## src/rtl/calc_core_seq.sv

```systemverilog
// rtl/calc_core_seq.sv - multi-cycle BCD calculator core: digit edit, convert, add/sub/mul/div, binary-to-BCD
module calc_core_seq #(
    parameter int DIGITS = 2
) (
    input  logic                  clk,
    input  logic                  rst,
    input  logic [DIGITS-1:0]     inc_a,
    input  logic [DIGITS-1:0]     inc_b,
    input  logic [1:0]            op,
    input  logic                  start,
    input  logic                  clear,
    output logic [4*DIGITS-1:0]   a_bcd,
    output logic [4*DIGITS-1:0]   b_bcd,
    output logic [8*DIGITS-1:0]   result_bcd,
    output logic                  neg,
    output logic                  err_div0,
    output logic                  busy,
    output logic                  done,
    output logic                  show_result
);
    localparam int OPW = 4 * DIGITS;
    localparam int RW  = 2 * OPW;
    localparam int CW  = $clog2(RW + 1);

    localparam logic [1:0] OP_ADD = 2'b00;
    localparam logic [1:0] OP_SUB = 2'b01;
    localparam logic [1:0] OP_MUL = 2'b10;
    localparam logic [1:0] OP_DIV = 2'b11;

    typedef enum logic [2:0] {S_IDLE, S_CONV, S_EXEC, S_B2B, S_DONE} state_t;

    state_t          state_q;
    logic [1:0]      op_q;
    logic [OPW-1:0]  a_q, b_q;
    logic [RW-1:0]   acc_a_q;     // operand A, then multiplicand (shifts left) or dividend/quotient
    logic [OPW-1:0]  acc_b_q;     // operand B, then multiplier (shifts right) or divisor
    logic [OPW-1:0]  rem_q;
    logic [RW-1:0]   res_q;       // binary result, consumed MSB-first by double-dabble
    logic [RW-1:0]   bcd_q;
    logic            neg_work_q, err_work_q;
    logic [CW-1:0]   cnt_q;
    logic [RW-1:0]   result_q;
    logic            neg_q, err_q, busy_q, done_q, show_q;

    logic [OPW-1:0]  a_d, b_d;
    logic [3:0]      dig_a, dig_b;
    logic [RW-1:0]   conv_a_d;
    logic [OPW-1:0]  conv_b_d;
    logic [RW-1:0]   sum_d, diff_d, mul_res_d;
    logic            a_lt_b;
    logic [OPW:0]    div_sh, div_sub;
    logic            div_ge;
    logic [OPW-1:0]  rem_d, quot_d;
    logic [RW-1:0]   dd_adj, dd_bcd_d, dd_bin_d;

    function automatic logic [OPW-1:0] step_digits(input logic [OPW-1:0] v, input logic [DIGITS-1:0] p);
        logic [OPW-1:0] r;
        r = v;
        for (int i = 0; i < DIGITS; i++) begin
            if (p[i]) r[i*4 +: 4] = (v[i*4 +: 4] >= 4'd9) ? 4'd0 : v[i*4 +: 4] + 4'd1;
        end
        return r;
    endfunction

    // Datapath next values: digit edits, BCD-to-binary step, arithmetic steps, double-dabble step
    always_comb begin
        a_d   = step_digits(a_q, inc_a);
        b_d   = step_digits(b_q, inc_b);
        dig_a = '0;
        dig_b = '0;
        for (int i = 0; i < DIGITS; i++) begin
            if (cnt_q == CW'(DIGITS - 1 - i)) begin
                dig_a = a_q[i*4 +: 4];
                dig_b = b_q[i*4 +: 4];
            end
        end
        conv_a_d  = acc_a_q * RW'(10) + RW'(dig_a);
        conv_b_d  = acc_b_q * OPW'(10) + OPW'(dig_b);
        sum_d     = acc_a_q + RW'(acc_b_q);
        a_lt_b    = acc_a_q < RW'(acc_b_q);
        diff_d    = a_lt_b ? (RW'(acc_b_q) - acc_a_q) : (acc_a_q - RW'(acc_b_q));
        mul_res_d = acc_b_q[0] ? (res_q + acc_a_q) : res_q;
        div_sh    = {rem_q, acc_a_q[OPW-1]};
        div_sub   = div_sh - {1'b0, acc_b_q};
        div_ge    = div_sh >= {1'b0, acc_b_q};
        rem_d     = div_ge ? div_sub[OPW-1:0] : div_sh[OPW-1:0];
        quot_d    = {acc_a_q[OPW-2:0], div_ge};
        dd_adj    = bcd_q;
        for (int j = 0; j < RW / 4; j++) begin
            if (bcd_q[j*4 +: 4] >= 4'd5) dd_adj[j*4 +: 4] = bcd_q[j*4 +: 4] + 4'd3;
        end
        dd_bcd_d  = {dd_adj[RW-2:0], res_q[RW-1]};
        dd_bin_d  = {res_q[RW-2:0], 1'b0};
    end

    // Control FSM with registered outputs; clear aborts from any state without a done pulse
    always_ff @(posedge clk or negedge rst) begin
        if (!rst) begin
            state_q <= S_IDLE;  op_q <= OP_ADD;
            a_q <= '0;  b_q <= '0;  acc_a_q <= '0;  acc_b_q <= '0;  rem_q <= '0;
            res_q <= '0;  bcd_q <= '0;  neg_work_q <= 1'b0;  err_work_q <= 1'b0;  cnt_q <= '0;
            result_q <= '0;  neg_q <= 1'b0;  err_q <= 1'b0;
            busy_q <= 1'b0;  done_q <= 1'b0;  show_q <= 1'b0;
        end else if (clear) begin
            state_q <= S_IDLE;
            a_q <= '0;  b_q <= '0;
            result_q <= '0;  neg_q <= 1'b0;  err_q <= 1'b0;
            busy_q <= 1'b0;  done_q <= 1'b0;  show_q <= 1'b0;
        end else begin
            done_q <= 1'b0;
            case (state_q)
                S_IDLE: begin
                    if (start) begin
                        op_q    <= op;
                        busy_q  <= 1'b1;
                        acc_a_q <= '0;  acc_b_q <= '0;  rem_q <= '0;  res_q <= '0;
                        neg_work_q <= 1'b0;  err_work_q <= 1'b0;  cnt_q <= '0;
                        state_q <= S_CONV;
                    end else if (|{inc_a, inc_b}) begin
                        a_q    <= a_d;
                        b_q    <= b_d;
                        show_q <= 1'b0;
                    end
                end
                S_CONV: begin
                    acc_a_q <= conv_a_d;
                    acc_b_q <= conv_b_d;
                    cnt_q   <= cnt_q + CW'(1);
                    if (cnt_q == CW'(DIGITS - 1)) begin
                        cnt_q <= '0;
                        // A zero divisor is known from the BCD digits, so the divide is never started
                        if (op_q == OP_DIV && b_q == '0) begin
                            bcd_q      <= '0;
                            err_work_q <= 1'b1;
                            state_q    <= S_DONE;
                        end else begin
                            state_q <= S_EXEC;
                        end
                    end
                end
                S_EXEC: begin
                    cnt_q <= cnt_q + CW'(1);
                    bcd_q <= '0;
                    case (op_q)
                        OP_ADD: begin
                            res_q <= sum_d;  cnt_q <= '0;  state_q <= S_B2B;
                        end
                        OP_SUB: begin
                            res_q <= diff_d;  neg_work_q <= a_lt_b;  cnt_q <= '0;  state_q <= S_B2B;
                        end
                        OP_MUL: begin
                            res_q   <= mul_res_d;
                            acc_a_q <= {acc_a_q[RW-2:0], 1'b0};
                            acc_b_q <= {1'b0, acc_b_q[OPW-1:1]};
                        end
                        default: begin
                            rem_q   <= rem_d;
                            acc_a_q <= RW'(quot_d);
                            res_q   <= RW'(quot_d);
                        end
                    endcase
                    if ((op_q == OP_MUL || op_q == OP_DIV) && cnt_q == CW'(OPW - 1)) begin
                        cnt_q   <= '0;
                        state_q <= S_B2B;
                    end
                end
                S_B2B: begin
                    bcd_q <= dd_bcd_d;
                    res_q <= dd_bin_d;
                    cnt_q <= cnt_q + CW'(1);
                    if (cnt_q == CW'(RW - 1)) state_q <= S_DONE;
                end
                S_DONE: begin
                    result_q <= bcd_q;
                    neg_q    <= neg_work_q;
                    err_q    <= err_work_q;
                    done_q   <= 1'b1;
                    busy_q   <= 1'b0;
                    show_q   <= 1'b1;
                    state_q  <= S_IDLE;
                end
                default: state_q <= S_IDLE;
            endcase
        end
    end

    assign a_bcd       = a_q;
    assign b_bcd       = b_q;
    assign result_bcd  = result_q;
    assign neg         = neg_q;
    assign err_div0    = err_q;
    assign busy        = busy_q;
    assign done        = done_q;
    assign show_result = show_q;

endmodule

```

## config.mk

```make
export PLATFORM = sky130hd
export DESIGN_NAME = calc_core_seq
export DESIGN_NICKNAME = d
export VERILOG_FILES = /design/src/rtl/calc_core_seq.sv
export SDC_FILE = /design/constraint.sdc
export NUM_CORES = 1
export LEC_CHECK = 0
export CAP_MARGIN = 10
export CORE_MARGIN = 5
export CORE_UTILIZATION = 58
export DETAILED_ROUTE_END_ITERATION = 12
export GPL_TIMING_DRIVEN = 0
export MAX_ROUTING_LAYER = met4
export PLACE_DENSITY = 0.84
export REMOVE_ABC_BUFFERS = 1
export SYNTH_ARGS = -nofsm -noshare
export SYNTH_HDL_FRONTEND = slang
export SYNTH_SLANG_ARGS = --single-unit
```

## constraint.sdc

```tcl
create_clock -name clk -period 5.3 [get_ports clk]
set_input_delay 1.06 -clock clk [delete_from_list [all_inputs] [get_ports clk]]
set_output_delay 1.06 -clock clk [all_outputs]
set_load 0.05 [all_outputs]
```

# After elaboration in Yosys (flattened, before gate mapping)
# Index checks and enable logic that the tools add are counted.
[word_totals]
reg_bits = 113
output_inout_bits = 37
wordCells = 188
[op_classes]
addsub = 16
n_mul = 2
magnitude_cmp = 10
n_eq_ne = 25
muxes = 74
bitwise = 1
n_reduce_logical = 40
[op_table]
columns = ["cell", "count"]
rows = [
  ["$pmux W16 S3", 4],
  ["$mux W16", 7],
  ["$mux W8", 12],
  ["$mux W4", 15],
  ["$reduce_and A4 Y1", 11],
  ["$pmux W16 S2", 1],
  ["$mux W3", 8],
  ["$pmux W8 S3", 1],
  ["$mux W5", 4],
  ["$pmux W5 S4", 1],
  ["$ne A3 B3 Y1 const B", 6],
  ["$reduce_bool A2 Y1", 9],
  ["$add A16 B16 Y16", 1],
  ["$add A16 B4 Y16", 1],
  ["$add A16 B8 Y16", 1],
  ["$add A4 B1 Y4 const B", 4],
  ["$ge A4 B3 Y1 const B", 4],
  ["$ge A4 B4 Y1 const B", 4],
  ["$lt A16 B8 Y1", 1],
  ["$mul A16 B3 Y15 const B", 1],
  ["$pmux W8 S2", 1],
  ["$sub A16 B8 Y16", 1],
  ["$sub A8 B16 Y16", 1],
  ["$mux W1", 15],
  ["35 further kinds", 54],
]

# Depth between registers and ports, before layout
# Gate-level depths: netlist (run 1).
[logic_depth]
ltp_word = 7
depth_mapped = 18
ltp_nobuf = 15

# Worst setup path after synthesis (run 1)
# No wires, ideal clock.
[synth_path]
path_kind = "flip-flop to flip-flop"
from = "register op_q[1]"
to = "register res_q[12]"
arrival_time_ns = 3.367
required_time_ns = 5.165
slack_ns = 1.798
path_stages_with_launch = 19
path_buffers = 3
cell_sequence = "dfrtp_1 > clkbuf_1 > nor2b_1 > clkbuf_1 > clkbuf_1 > nand2_1 > o21ai_0 > ha_1 > inv_1 > fa_1 > nor2b_1 > o21ai_0 > a21boi_0 > o221ai_1 > a21oi_1 > a311o_1 > xor2_1 > a221oi_1 > o31ai_1"
[synth_between]
elab_chain_cells = 3
elab_cells_between_ends = 7
classes_between = "eq/ne (3); mux (2); reduce/logical (2)"
[synth_lines]
columns = ["element", "line", "rtl"]
rows = [
  ["start, declared", "33", "logic [1:0] op_q;"],
  ["start signal, assigned", "114", "op_q <= op;"],
  ["$eq A2 B2 Y1, or another cell as far along", "144", "case (op_q)"],
  ["$pmux W16 S3 / $ne A3 B3 Y1 (equally long branches)", "n/a", ""],
  ["$pmux W16 S3 / $reduce_and A4 Y1 (equally long branches)", "n/a", ""],
  ["end signal, assigned", "152", "res_q <= mul_res_d;"],
  ["end signal, assigned", "159", "res_q <= RW'(quot_d);"],
  ["end signal, assigned", "169", "res_q <= dd_bin_d;"],
  ["end, declared", "38", "logic [RW-1:0] res_q;"],
]
# Parallel ways exist; a longest one is shown, timed or not.
# A chain may end at the register's enable or synchronous reset.

# Final worst setup path (run 1)
# Ends and elaborated chain as after synthesis.

==> run metrics, run 1 <==
Initial Util 58.50%; Crit. Startpoint op_q[1]; CORE AREA 0.01577 mm²; crit path DAT roughly 4900 ps; endpoints failing setup 0; Hold Path Origin neg_work_q; Design Area, Final 0.01049 mm²; Ant. Diodes 0; Filler Cells Inserted 1251; post-route ant nets 0; total negative setup slack 0 ps; # IOs 47; power share of the combinational group 61.6%; Synthesis Warnings 0; Total Routed Length roughly 24000 µm; clock slew at reported path FFs roughly 60 ps; crit path cell chain nor2b_2 > nand2_1 > o21ai_0 > ha_1 > inv_1 > fa_1 > nor2b_1 > o21ai_0 > a21boi_0 > o221ai_1 > a21oi_1 > a311o_1 > xor2_1 > a221oi_1 > o31ai_1; Final #Nets between 1000 and 1500; DIE AREA between 0.015 and 0.02 mm²; fin crit period 4636 ps; hold_buf cts 0; prevailing post-synth register cell dfrtp_1; CP max-delay cell nor2b_2; reg2reg start op_q[1]; Synth Cell Area 0.009225 mm²; EDFF count, synth 0; clock share of power between 10% and 20%; Power Density approximately 700 mW/mm²; total track usage 27.66%; internal power approximately 3800 µW; post-DP HPWL 16750 µm; Mapped Avg Cell Area between 8 and 9 µm²; Mapped Cells 1067; asr flop ratio synth 100.0%; post-layout util ~67%; final hold vios 0; area of the multi-input gates about 0.0060 mm²; Die Wd 136.1 µm; number of max-cap violations 0; first-pass GRT wire length 39890 µm; top cell family by delay on the critical path compound AO/OA/AOI/OAI gates; routed wire length per instance 18.13 µm; period utilisation layout 87.48%; Post-CTS Setup Bufs 0; critical path capture point type flip-flop; Clock Path Buffers 2; Worst Path Required 5590 ps; worst hold path class reg -> reg; Max Freq between 200 and 250 MHz; Placed Cells 1287; Synth top area share a little under a third; Clock Latency Late Sink 440 ps; Area Overhead vs Synth 13.73%; fraction of layout cells with a size suffix above 1 5.792%; total global routing overflow 0; FP Rows 46; initial antenna violation count 0; Fin Clk Skew around 11 ps; Max-slew headroom between 30% and 40%; status completed; crit-path max cell delay approximately 940 ps; CTS tree built; post-CTS sizing 0; peak supply drop approximately 420 µV; worst-path fanout max 28; post-synthesis cell type count 74; CTS H-Tree Depth 4; Leak Pwr about 0.0047 µW; DIE HEIGHT 136.1 µm; register area share after synthesis a little under a third; Bufs and invs on worst path 1; top cells by area, synth dfrtp_1 31%, ha_1 14%, o21ai_0 4.4%; vias in the first global route roughly 8200; RSZ-0062 raised after global routing false; Top cell by count, worst path o21ai_0; Slew Viols, Final 0; routability cong. roughly 1; final cell count without fillers ~1300; DR vias/cell 6.294; #FFs+latches synth ~110; # port buffers 46; switch share 48.41%; DRT Pass-1 Iters 5; root buffer cell clkbuf_16; Psw ~3500 µW; largest net degree at the start of global routing between 80 and 90; via count around 8300; Synth area leader dfrtp_1; Slew @ Worst Pin 1024 ps; Reg power frac around a fifth; CTS buffer count 17; TritonCTS sink count 113; area occupied by registers 0.002828 mm²; worst hold margin between 400 and 500 ps; initial drt markers 707; Post-DP Area ~0.0098 mm²; CP startpoint kind flip-flop; Crit Path Class reg -> reg; DRC 0
power by group through the flow:
| stage | clock, µW | sequential (µW) | combinational (µW) |
|---|---|---|---|
| floorplan | 0 | 1530 | 3340 |
| global placement | 0 | 1550 | 4220 |
| detailed placement | 0 | 1560 | 4390 |
| CTS | 1240 | 1550 | 4450 |
| global route | 1290 | 1600 | 5000 |
| finish | 1250 | 1560 | 4510 |
state kept, by name, indices dropped and copies added, names as in the netlist, 5 cells and up:
name,count
a_bcd,8
acc_a_q,16
cnt_q,5
result_bcd,16
bcd_q,16
b_bcd,8
acc_b_q,8
res_q,16
rem_q,8
routing by layer:
metal | part of all wire [%] | vias to the layer above | track usage [%] | wire [µm]
met2 | 48 | 317 | 43.95 | 11530
li1 | - | 3908 | - | -
met3 | 5.6 | 84 | 5.255 | 1337
met5 | 0 | - | - | 0
met4 | 4.4 | 0 | 13.44 | 1049
met1 | 42 | 4005 | 34.00 | 10040
cells by family after synthesis:
kind of cell               synth area share (%)
and+or+nand+nor                           16.95
DFF                                       30.65
buffers and inverters                     4.516
muxes                                     2.129
adders and majority gates                 15.43
AOI/OAI and AO/OA                         24.24
xor gates and xnor gates                  6.076
per-stage QoR:
stage               power (µW)  worst slack [ps]
floorplan                 4876              1479
global placement          5769             -1194
detailed placement        5954             832.0
global route              7892             261.7
finish                    7317             663.5
CTS                       7246             795.3
placed cells by master, fill, tap and decap left out, types with 15 or more instances in the layout:
master / Yosys / final
clkbuf_16: 0 / 17
ha_1: 101 / 101
nor2b_1: 18 / 17
xor2_1: 24 / 24
a21o_1: 21 / 21
xnor2_1: 40 / 40
inv_1: 59 / 59
nand2_1: 96 / 96
nand3_1: 36 / 36
a22o_1: 27 / 27
nor3_1: 24 / 24
o31ai_1: 24 / 24
a22oi_1: 18 / 18
o21ai_0: 81 / 81
dfrtp_1: 113 / 113
and2_1: 16 / 16
nor2_1: 80 / 79
clkdlybuf4s50_1: 0 / 45
nand2b_1: 15 / 15
a21oi_1: 74 / 73
Yosys cell counts (all sizes together) (4+ instances only):
cell type	instances
a41oi	6
a21o	21
o31ai	25
dfrtp	113
or3	9
a21oi	74
xor2	24
mux2i	14
nor3	24
and3	5
a22oi	18
and2	17
buf	6
mux2	5
fa	8
or2	6
xnor2	40
clkbuf	40
nand2b	15
a221oi	10
ha	101
nand3	36
nor2b	18
nand2	96
o211a	4
inv	59
nor2	80
o211ai	5
a211oi	13
a32oi	4
o21ai	82
a21boi	4
o22ai	4
a22o	27
o41ai	5
a31oi	5
area by class of cell:
cell class | count | area share, %
clock buffers | 19 | 4.317
well taps | 216 | 2.576
flip-flops and latches | 113 | 26.95
repair buffers | 52 | 5.164
clock inverters | 13 | 1.753
inverters | 60 | 2.147
multi-input cells | 848 | 57.09
tightest hold or removal path, stage by stage (launching register included):
cell	delay, ps
dfrtp_1	350
nand2_1	50
o31ai_1	50
final timing paths:
path / end / slack [ps] / cells past startpoint
worst max-delay path: res_q[12] / 660 / 15
worst min-delay path: neg_work_q / 490 / 2
worst max register to register: res_q[12] / 660 / 15
worst min register to register: neg_work_q / 490 / 2
max in group asynchronous: rem_q[0] / 4100 / 2
min in group asynchronous: result_bcd[15] / 500 / 1
Power figures use the tool's default switching activity.
==> inputs of run 2 (changes only) <==
Settings changed: CTS_BUF_LIST from default to sky130_fd_sc_hd__clkbuf_16.
==> run 2 against run 1 <==
Compared with the run above:
- final cell count is the same
- non-clock buffer count is the same
- first-iteration DRC count grew 7.4%
- critical path type unchanged
- critical endpoint unchanged
- largest cell class unchanged
- largest power group unchanged
- highest routed layer unchanged
==> run metrics, run 2 (synthesis gave the netlist of run 1 again) <==
status completed (unchanged); Slew @ Worst Pin 1018 ps (was 1024 ps); Max Freq 216.8 MHz (was 215.7 MHz); initial antenna violation count 0 (unchanged); CP startpoint kind flip-flop (unchanged); Power Density 695.2 mW/mm² (was 697.4 mW/mm²); routed wire length per instance 18.08 µm (was 18.13 µm); crit path DAT 4890 ps (was 4930 ps); reg2reg path depth 15 (unchanged); peak supply drop 424.4 µV (was 421.8 µV); period utilisation layout 87.02% (was 87.48%); Clock Path Buffers 2 (unchanged); post-DP HPWL 16750 µm (unchanged); Final #Nets 1211 (unchanged); Hold Path Origin neg_work_q (unchanged); Top cell by count, worst path o21ai_0 (unchanged); dpl ws 832.0 ps (unchanged); total global routing overflow 0 (unchanged); final hold vios 0 (unchanged); CP max-delay cell nor2b_2 (unchanged); fraction of layout cells with a size suffix above 1 5.611% (was 5.792%); root buffer cell clkbuf_16 (unchanged); WL met3 1238 µm (was 1337 µm); hold endpoint neg_work_q (unchanged); total track usage 27.59% (was 27.66%); CTS buffer count 17 (unchanged); Total Routed Length 23880 µm (was 23950 µm); Die Wd 136.1 µm (unchanged); most common cell after layout, fill and taps aside dfrtp_1 (unchanged); initial drt markers 759 (was 707); area of the multi-input gates 0.005989 mm² (unchanged); uppermost layer routed met4 (unchanged); DRT Pass-1 Iters 5 (unchanged); CTS tree built (unchanged); FP Rows 46 (unchanged); CORE AREA 0.01577 mm² (unchanged); # port buffers 46 (unchanged); R2R Path End res_q[12] (unchanged); DIE HEIGHT 136.1 µm (unchanged); hold path cells 2 (unchanged); crit-path max cell delay 930 ps (was 940 ps); Slew Viols, Final 0 (unchanged); Post-CTS Setup Bufs 0 (unchanged); post-route ant nets 0 (unchanged); number of max-cap violations 0 (unchanged); clock slew at reported path FFs 60 ps (about the same); TritonCTS sink count 113 (unchanged); worst hold path class reg -> reg (unchanged); Fin Clk Skew 11.90 ps (was 11.46 ps); largest net degree at the start of global routing 82 (unchanged); hold_buf cts 0 (unchanged); Max-slew headroom 31.85% (was 31.43%); Design Area, Final 0.01047 mm² (was 0.01049 mm²); fin worst setup slack 688.1 ps (was 663.5 ps); vias in the first global route 8162 (was 8179); reg2reg start op_q[1] (unchanged); Worst Path Required 5580 ps (was 5590 ps); routability cong. 0.9967 (unchanged); internal reg-to-reg setup slack 690 ps (was 660 ps); RSZ-0062 raised after global routing false (unchanged); Leak Pwr 0.004653 µW (was 0.004664 µW); Initial Util 58.50% (unchanged); endpoints failing setup 0 (unchanged); DR vias/cell 6.273 (was 6.294); Met2 Wirelength 11510 µm (was 11530 µm); via count 8286 (was 8314); first-pass GRT wire length 39940 µm (was 39890 µm); commonest non-fill, non-tap cells in the layout 113 x dfrtp_1, 101 x ha_1, 96 x nand2_1, 81 x o21ai_0, 79 x nor2_1 (unchanged); DIE AREA 0.01853 mm² (unchanged); DRC 0 (unchanged); Ant. Diodes 0 (unchanged); Clock Latency Late Sink 430 ps (was 440 ps); WL met1 10100 µm (was 10040 µm); fin crit period 4612 ps (was 4636 ps); Area Overhead vs Synth 13.51% (was 13.73%); total negative setup slack 0 ps (unchanged); CTS H-Tree Depth 4 (unchanged); # IOs 47 (unchanged); area occupied by registers 0.002828 mm² (unchanged); Filler Cells Inserted 1251 (unchanged); worst-path fanout max 28 (unchanged); post-CTS sizing 0 (unchanged); Crit Path Class reg -> reg (unchanged); crit path cell chain nor2b_2 > nand2_1 > o21ai_0 > ha_1 > inv_1 > fa_1 > nor2b_1 > o21ai_0 > a21boi_0 > o221ai_1 > a21oi_1 > a311o_1 > xor2_1 > a221oi_1 > o31ai_1 (unchanged); Post-DP Area 0.009839 mm² (unchanged); critical path capture point type flip-flop (unchanged)
[run 2: area by class of cell]
| type | count | area share (%) |
|---|---|---|
| Multi-Input combinational cell | 848 | 57.20 |
| Sequential cell | 113 | 27.00 |
| Timing Repair Buffer | 52 | 5.174 |
| Clock buffer | 17 | 4.063 |
| Tap cell | 216 | 2.581 |
| Inverter | 60 | 2.151 |
| Clock inverter | 15 | 1.828 |
[run 2: through the flow]
step | hold WS [ps] | util, % | cells | power [µW]
4_1_cts | 495.9 | 66.30 | 1319 | 7213
6_report | 492.8 | 66.40 | 1321 | 7280
5_1_grt | 509.0 | 66.40 | 1321 | 7865
3_5_place_dp | 482.4 | 62.39 | 1287 | 5954
2_1_floorplan | 448.9 | - | 1021 | 4876
3_3_place_gp | 474.8 | 61.92 | 1283 | 5769
[run 2: worst max-delay path, delay by kind of cell (launching register included)]
family | cells | cell delay [ps]
fa+ha+maj | 2 | 570
compound gates | 8 | 1790
flops | 1 | 730
xor+xnor | 1 | 80
buf+inv | 1 | 60
simple gates | 3 | 1190
[run 2: how the worst max path moves through the flow]
| stage | to | cells after the start | startpoint | slack [ps] |
|---|---|---|---|---|
| floorplan | res_q[12] | 15 | op_q[1] | 1480 |
| global placement | a_bcd[4] | 1 | rst | -1190 |
| detailed placement | res_q[12] | 15 | op_q[1] | 830 |
| CTS | res_q[12] | 15 | op_q[1] | 800 |
| global route | res_q[12] | 15 | op_q[1] | 260 |
| finish | res_q[12] | 15 | op_q[1] | 690 |
[run 2: metal layers]
layer / vias up / global-route usage, %
li1: 3921 / -
met1: 4005 / 34.07
met2: 277 / 43.51
met3: 83 / 5.403
met4: 0 / 13.44
met5: - / -
[run 2: power breakdown]
part	internal [µW]	total, µW	switching, µW
clock network	781	1210	429
logic	1870	4510	2630
registers	1090	1560	473
==> inputs of run 3 (changes only) <==
Settings changed: GPL_ROUTABILITY_DRIVEN from default to 0.
==> run 3 against run 2 <==
Compared with the run above:
- hold slack improved by 2.4 ps
- critical path type unchanged
- fmax decreased by 1.4%
- clock skew decreased by 2.6 ps
- clock-buffer cell count unchanged
- final cell count decreased by 0.15%
- clock power decreased by 8%
- register-to-register slack got worse by 70 ps
- critical endpoint unchanged
==> run metrics, run 3 (synthesis gave the netlist of run 1 again) <==
Fin Clk Skew 9.332 ps (was 11.90 ps); Max-slew headroom 33.68% (was 31.85%); TritonCTS sink count 113 (unchanged); Die Wd 136.1 µm (unchanged); worst-path fanout max 28 (unchanged); Slew @ Worst Pin 990.4 ps (was 1018 ps); worst hold path class reg -> reg (unchanged); Final #Nets 1211 (unchanged); final hold vios 0 (unchanged); Filler Cells Inserted 1256 (was 1251); initial antenna violation count 0 (unchanged); hold_buf cts 0 (unchanged); endpoints failing setup 0 (unchanged); critical path capture point type flip-flop (unchanged); total negative setup slack 0 ps (unchanged); RSZ-0062 raised after global routing false (unchanged); vias in the first global route 8042 (was 8162); # IOs 47 (unchanged); CTS H-Tree Depth 4 (unchanged); FP Rows 46 (unchanged); Leak Pwr 0.004643 µW (was 0.004653 µW); DR vias/cell 6.185 (was 6.273); DIE AREA 0.01853 mm² (unchanged); total global routing overflow 0 (unchanged); root buffer cell clkbuf_16 (unchanged); post-CTS sizing 0 (unchanged); Slew Viols, Final 0 (unchanged); status completed (unchanged); period utilisation layout 88.26% (was 87.02%); first-pass GRT wire length 38330 µm (was 39940 µm); Hold Path Origin result_bcd[3] (was neg_work_q); reg2reg start op_q[1] (unchanged); commonest non-fill, non-tap cells in the layout 113 x dfrtp_1, 101 x ha_1, 96 x nand2_1, 81 x o21ai_0, 79 x nor2_1 (unchanged); post-DP HPWL 16660 µm (was 16750 µm); DRC 0 (unchanged); reg2reg path depth 15 (unchanged); largest net degree at the start of global routing 70 (was 82); CP endpoint res_q[12] (unchanged); Area Overhead vs Synth 12.88% (was 13.51%); Placed Cells 1287 (unchanged); DIE HEIGHT 136.1 µm (unchanged); CP startpoint kind flip-flop (unchanged); fraction of layout cells with a size suffix above 1 4.896% (was 5.611%); Worst Path Required 5580 ps (about the same); Power Density 685.0 mW/mm² (was 695.2 mW/mm²); final cell count without fillers 1319 (was 1321); Crit. Startpoint op_q[1] (unchanged); uppermost layer routed met4 (unchanged); Clock Latency Late Sink 420 ps (was 430 ps); number of max-cap violations 0 (unchanged); WL met1 9915 µm (was 10100 µm); CORE AREA 0.01577 mm² (unchanged); crit path DAT 4960 ps (was 4890 ps); Crit Path Class reg -> reg (unchanged); Initial Util 58.50% (unchanged); Post-CTS Setup Bufs 0 (unchanged); R2R Path End res_q[12] (unchanged); fin crit period 4678 ps (was 4612 ps); CTS buffer count 17 (unchanged); Max Freq 213.8 MHz (was 216.8 MHz); routed wire length per instance 17.48 µm (was 18.08 µm); # port buffers 46 (unchanged); total track usage 26.41% (was 27.59%); initial drt markers 721 (was 759); Total Routed Length 23060 µm (was 23880 µm); internal reg-to-reg setup slack 620 ps (was 690 ps); Clock Path Buffers 2 (unchanged); CTS tree built (unchanged); via count 8158 (was 8286); Met2 Wirelength 11080 µm (was 11510 µm); peak supply drop 357.8 µV (was 424.4 µV); DRT Pass-1 Iters 6 (was 5); WL met3 1238 µm (unchanged); clock slew at reported path FFs 50 ps (was 60 ps); Ant. Diodes 0 (unchanged); post-route ant nets 0 (unchanged); most common cell after layout, fill and taps aside dfrtp_1 (unchanged)
[run 3: cell count changes in the layout (fill, tap and decap cells not counted), sizes merged]
cell	change
bufinv	-1
clkinvlp	-3
inv	+2
[run 3: where the power goes]
group	total [µW]	leakage [µW]	internal [µW]	switching, µW
Clock	1110	0.000284	716	392
Combinational	4470	0.00285	1870	2600
Sequential	1560	0.00151	1090	465
[run 3: final cells by class]
class                           instances  area, µm²  area share [%]
Clock buffer                           17      425.4           4.085
Tap cell                              216      270.3           2.595
Clock inverter                         13      130.1           1.250
Sequential cell                       113       2828           27.15
Inverter                               60      225.2           2.163
Multi-Input combinational cell        848       5989           57.52
Timing Repair Buffer                   52      545.5           5.239
[run 3: layer usage]
layer / vias up / track usage, %
met2: 285 / 42.85
met3: 75 / 4.330
li1: 3931 / -
met5: - / -
met4: 0 / 10.97
met1: 3867 / 32.93
[run 3: how the worst min path moves through the flow]
stage                     end  slack [ps]  cells after the start
2_1_floorplan      neg_work_q         450                      2
3_3_place_gp        res_q[11]         470                      2
3_5_place_dp   result_bcd[13]         480                      1
4_1_cts             res_q[11]         500                      2
5_1_grt        result_bcd[11]         510                      1
6_report        result_bcd[3]         500                      1
[run 3: worst max-delay path, cell delays in order (launching register included)]
cell,delay (ps)
dfrtp_1,710
nor2b_2,910
nand2_1,100
o21ai_0,110
ha_1,200
inv_1,50
fa_1,380
nor2b_1,170
o21ai_0,140
a21boi_0,390
o221ai_1,260
a21oi_1,280
a311o_1,290
xor2_1,90
a221oi_1,340
o31ai_1,100
[run 3: stage by stage]
stage	util (%)	worst slack (ps)	power [µW]	cell area, µm²	hold WS, ps
6_report	66.03	622.0	7133	10410	495.2
5_1_grt	66.03	289.8	7727	10410	505.1
4_1_cts	65.92	667.1	7082	10400	495.5
3_5_place_dp	62.39	796.7	5942	9839	483.9
3_3_place_gp	61.92	-1200	5766	9764	473.5
2_1_floorplan	-	1479	4876	9034	448.9
